File: config.mk
export PLATFORM = sky130hd
export DESIGN_NAME = btc_sequencer
export DESIGN_NICKNAME = d
export VERILOG_FILES = /design/src/rtl/btc_sequencer.sv
export SDC_FILE = /design/constraint.sdc
export NUM_CORES = 1
export LEC_CHECK = 0
export ABC_AREA = 1
export CORE_MARGIN = 3
export CORE_UTILIZATION = 56
export CTS_BUF_LIST = sky130_fd_sc_hd__clkbuf_16
export CTS_CLUSTER_SIZE = 12
export DETAILED_ROUTE_END_ITERATION = 10
export DONT_BUFFER_PORTS = 1
export PLACE_DENSITY = 0.82
export SYNTH_ARGS = -nofsm -noshare
export SYNTH_HDL_FRONTEND = slang
export SYNTH_SLANG_ARGS = --single-unit
File: constraint.sdc
create_clock -name clk -period 2.4 [get_ports clk]
set_clock_uncertainty 0.1 [all_clocks]
set_input_delay 0.24 -clock clk [delete_from_list [all_inputs] [get_ports clk]]
set_output_delay 0.24 -clock clk [all_outputs]
set_load 0.01 [all_outputs]
File: src/rtl/btc_sequencer.sv
// Tile sequencer for one bTensorCore: walks a K x N tiled GEMM job, handshaking the
// weight/activation tile buffers, strobing the core and handing each finished tile downstream.
module btc_sequencer #(
    parameter int K_W      = 8,
    parameter int N_W      = 8,
    parameter int PIPE_LAT = 3
) (
    input  logic           clk,
    input  logic           rst,
    input  logic           cmd_valid,
    output logic           cmd_ready,
    input  logic [K_W-1:0] cmd_k_tiles,
    input  logic [N_W-1:0] cmd_n_tiles,
    input  logic           w_valid,
    output logic           w_ready,
    input  logic           a_valid,
    output logic           a_ready,
    output logic           weight_update,
    output logic           activation_update,
    output logic           psum_update,
    output logic           psum_sel,
    output logic [K_W-1:0] k_idx,
    output logic [N_W-1:0] n_idx,
    output logic           res_valid,
    input  logic           res_ready,
    output logic           res_last,
    output logic           busy,
    output logic           done
);

    localparam int CNT_W = (PIPE_LAT > 1) ? $clog2(PIPE_LAT) : 1;
    localparam logic [CNT_W-1:0] CNT_INIT = CNT_W'(PIPE_LAT - 1);

    localparam logic [2:0] S_IDLE   = 3'd0;
    localparam logic [2:0] S_LOAD_W = 3'd1;
    localparam logic [2:0] S_LOAD_A = 3'd2;
    localparam logic [2:0] S_WAIT   = 3'd3;
    localparam logic [2:0] S_OUT    = 3'd4;
    localparam logic [2:0] S_DONE   = 3'd5;

    logic [2:0]       state_q, state_d;
    logic [K_W-1:0]   k_idx_q, k_idx_d;
    logic [N_W-1:0]   n_idx_q, n_idx_d;
    logic [K_W-1:0]   k_tiles_q, k_tiles_d;
    logic [N_W-1:0]   n_tiles_q, n_tiles_d;
    logic [CNT_W-1:0] wait_q, wait_d;

    logic in_idle, in_load_w, in_load_a, in_out, in_done;
    logic k_last, n_last;

    // Every state decode is qualified by rst so all outputs read zero while reset is held.
    assign in_idle   = rst && (state_q == S_IDLE);
    assign in_load_w = rst && (state_q == S_LOAD_W);
    assign in_load_a = rst && (state_q == S_LOAD_A);
    assign in_out    = rst && (state_q == S_OUT);
    assign in_done   = rst && (state_q == S_DONE);

    // Equality against count-1 never lets the index pass the latched count, so 2^W-1 cannot wrap.
    assign k_last = (k_idx_q == k_tiles_q - K_W'(1));
    assign n_last = (n_idx_q == n_tiles_q - N_W'(1));

    always_comb begin
        state_d   = state_q;
        k_idx_d   = k_idx_q;
        n_idx_d   = n_idx_q;
        k_tiles_d = k_tiles_q;
        n_tiles_d = n_tiles_q;
        wait_d    = wait_q;
        case (state_q)
            S_IDLE: begin
                if (cmd_valid) begin
                    k_tiles_d = cmd_k_tiles;
                    n_tiles_d = cmd_n_tiles;
                    k_idx_d   = '0;
                    n_idx_d   = '0;
                    if ((cmd_k_tiles == '0) || (cmd_n_tiles == '0)) begin
                        state_d = S_DONE;
                    end else begin
                        state_d = S_LOAD_W;
                    end
                end
            end
            S_LOAD_W: begin
                if (w_valid) begin
                    state_d = S_LOAD_A;
                end
            end
            S_LOAD_A: begin
                if (a_valid) begin
                    wait_d  = CNT_INIT;
                    state_d = S_WAIT;
                end
            end
            S_WAIT: begin
                if (wait_q == '0) begin
                    if (!k_last) begin
                        k_idx_d = k_idx_q + K_W'(1);
                        state_d = S_LOAD_A;
                    end else begin
                        state_d = S_OUT;
                    end
                end else begin
                    wait_d = wait_q - CNT_W'(1);
                end
            end
            S_OUT: begin
                if (res_ready) begin
                    if (n_last) begin
                        state_d = S_DONE;
                    end else begin
                        n_idx_d = n_idx_q + N_W'(1);
                        k_idx_d = '0;
                        state_d = S_LOAD_W;
                    end
                end
            end
            S_DONE: begin
                state_d = S_IDLE;
            end
            default: begin
                state_d = S_IDLE;
            end
        endcase
    end

    always_ff @(posedge clk) begin
        if (!rst) begin
            state_q   <= S_IDLE;
            k_idx_q   <= '0;
            n_idx_q   <= '0;
            k_tiles_q <= '0;
            n_tiles_q <= '0;
            wait_q    <= '0;
        end else begin
            state_q   <= state_d;
            k_idx_q   <= k_idx_d;
            n_idx_q   <= n_idx_d;
            k_tiles_q <= k_tiles_d;
            n_tiles_q <= n_tiles_d;
            wait_q    <= wait_d;
        end
    end

    assign cmd_ready         = in_idle;
    assign w_ready           = in_load_w;
    assign a_ready           = in_load_a;
    assign weight_update     = in_load_w && w_valid;
    assign activation_update = in_load_a && a_valid;
    assign psum_update       = in_load_a && a_valid;
    assign psum_sel          = in_load_a && (k_idx_q != '0);
    assign k_idx             = rst ? k_idx_q : '0;
    assign n_idx             = rst ? n_idx_q : '0;
    assign res_valid         = in_out;
    assign res_last          = in_out && n_last;
    assign busy              = rst && (state_q != S_IDLE);
    assign done              = in_done;

endmodule
==> reports/metrics.cfg <==
[yosys]
synth.distinct_cells=40
syn_inst=422
syn_nets=450
ys_seq_area_share_pct=27.9
synth-edff-count=0
async_flop_share_pct=0
ys_seq_elements=37
yosys_warnings=0
synthesis.area_mm2=0.00266
synth.avg_cell_area_um2=6.30
ys.flop_type=dfxtp_1

[place]
placed_area_mm2=0.00267
dp.cells=463
place_hpwl_mm=4.75
gp_congestion=0.893
port_buffers=0
place_ws_ns=0.266

[clock_tree]
clkLatencyLatePin_ns=0.28
cts_buffer_depth=2
cts_tree=done
root_buffer=clkbuf_16
clkSinkCount=37
cts_max_level=2
cts_made_buffers=5
path_clk_slew_ns=0.06

[floorplanning]
die_w_um=74.9
rows=24
start_util_pct=59.4
fp.coreArea_mm2=0.00447
io_pins=49
dieArea_mm2=0.00561
die_h_um=74.9

[sta]
grt_setup_unrepaired=no
slew_viol_final=0
worstMarginPinSlew_ns=0.383
period_needed_ns=2.17
hold_violations=0
setup_viol=0
fmax_mhz=461
slew_headroom_pct=74.5
period_share_pct=90.3
fin_ws_ns=0.233
tns_ns=0

[pwr]
p_seq_share_pct=29.9
switching_share_pct=45.3
finalPower_mw=2.81
cellPowerDensity_mw_per_mm2=984
combPwrFrac_pct=46.8
ir_worst_vdd_v=0.000729
clockPowerShare_pct=23.3
p_int_mw=1.54
p_leak_nw=1.29
switching_power_mw=1.27

[run_status]
status=complete, no violations

[critical_path]
cp_max_fo=9
crit_required_ns=2.47
cp_data_arrival_time_ns=2.24
cp-end-kind=register
path_class=register to register
r2r_slack_ns=0.23
cp-start-kind=register

[job]
max-cap-violations=0

[cells_and_area]
drive_gt1_share_pct=9.46
final_common_cell=nand2_1
final_cell_mix=nand2_1 (112), inv_1 (63), dfxtp_1 (37)
antenna_cells=0
final_cells=475
area_delta_synth_final_pct=7.48
design_area_mm2=0.00286
nets=450

[min_path]
hold_path.class=input pin to register

[detailed_routing]
vias=2620
drt-initial-drc-count=258
wire_per_inst_um=13.4
antenna_left=0
drt_pass1_iterations=4
drc=0
routed_wl_mm=6.36
routed_via_density=5.52

[global_routing]
grt_pass1_vias=2338
grt_usage_pct=24.1
antenna_found_initial=0
grt_start_max_net_pins=37
grt.overflow.total=0
grt_pass1_wl_mm=10.5

## critical path, cell delays in order, from the launching register on
cell and delay, ns:
dfxtp_1 0.33, inv_1 0.11, ha_1 0.25, or2_2 0.29
nand2_1 0.06, nand2_1 0.04, nand2_1 0.05, nand3_1 0.08
nor2_2 0.18, nand3_2 0.21, nand3_4 0.18, nand2_1 0.06
o21ai_1 0.07, inv_1 0.04
## synthesized netlist by cell type (all sizes together), types with 2 or more instances
cell | count | share of area [%]
xor2 | 12 | 4.0
a211oi | 2 | 0.56
ha | 6 | 2.8
clkbuf | 9 | 1.4
nor2 | 44 | 7.2
clkinv | 2 | 0.28
nand3 | 25 | 6.2
or2 | 2 | 0.47
xnor2 | 4 | 1.3
o21ai | 26 | 5.0
nor4 | 5 | 1.2
nor3b | 4 | 1.1
nor3 | 7 | 1.7
inv | 69 | 9.8
a21oi | 33 | 6.4
nand4 | 12 | 3.4
dfxtp | 37 | 28
buf | 4 | 1.2
nand2 | 115 | 17
## sequential cells by signal (all words and copies together) (netlist names)
register and cells:
k_tiles_q 8, n_tiles_q 8, wait_q 2, k_idx_q 8
n_idx_q 8, state_q 3
## power by group through the flow
stage,Combinational (mW),Sequential (mW),Clock [mW]
floorplan,1.09,0.822,0
global placement,1.26,0.849,0
detailed placement,1.30,0.849,0
CTS,1.31,0.838,0.666
global route,1.52,0.855,0.694
finish,1.32,0.841,0.654
## layer usage
metal | global-route usage, % | share of wire (%) | vias to the layer above
li1 | - | - | 1346
met1 | 34.0 | 48 | 1161
met2 | 35.7 | 42 | 101
met3 | 7.08 | 8.7 | 12
met4 | 6.52 | 1.4 | 0
met5 | 0 | 0 | -
## timing repair
action                                  CTS  global route
hold endpoints to repair                  5             0
buffers inserted                          0             3
hold buffers                              1             0
resized for setup                         0             2
endpoints found under the setup margin    0             1
## kinds of logic after synthesis
kind of cell,count (synthesis),share of synthesized area [%]
AND/OR/NAND/NOR,215,38.5
adder cells (fa/ha/maj),6,2.82
flip-flops,37,27.9
AO/OA/AOI/OAI,64,12.8
XOR/XNOR,16,5.27
buffers and inverters,84,12.7
## metrics by stage
stage / util [%] / hold WS (ns)
3_5_place_dp: 59.7 / 0.279
6_report: 63.9 / 0.00906
2_1_floorplan: - / 0.305
3_3_place_gp: 59.7 / 0.280
5_1_grt: 63.9 / 0.0138
4_1_cts: 63.2 / 0.00117
## area by class of cell
| class | count | area [µm²] |
|---|---|---|
| clock buffer | 5 | 125 |
| timing repair buffer | 6 | 47.5 |
| tap | 52 | 65.1 |
| fill | 411 | 1620 |
| multi-input combinational | 301 | 1590 |
| clock inverter | 3 | 21.3 |
| sequential | 37 | 741 |
| inverter | 71 | 269 |
## path summary, 6_finish.rpt
check | start | to | cells past startpoint
min | rst | k_tiles_q[2] | 2
max | k_tiles_q[0] | k_idx_q[1] | 13
max reg2reg | k_tiles_q[0] | k_idx_q[1] | 13
min reg2reg | wait_q[1] | wait_q[1] | 2
No activity file was read; power rests on OpenSTA's default activity.
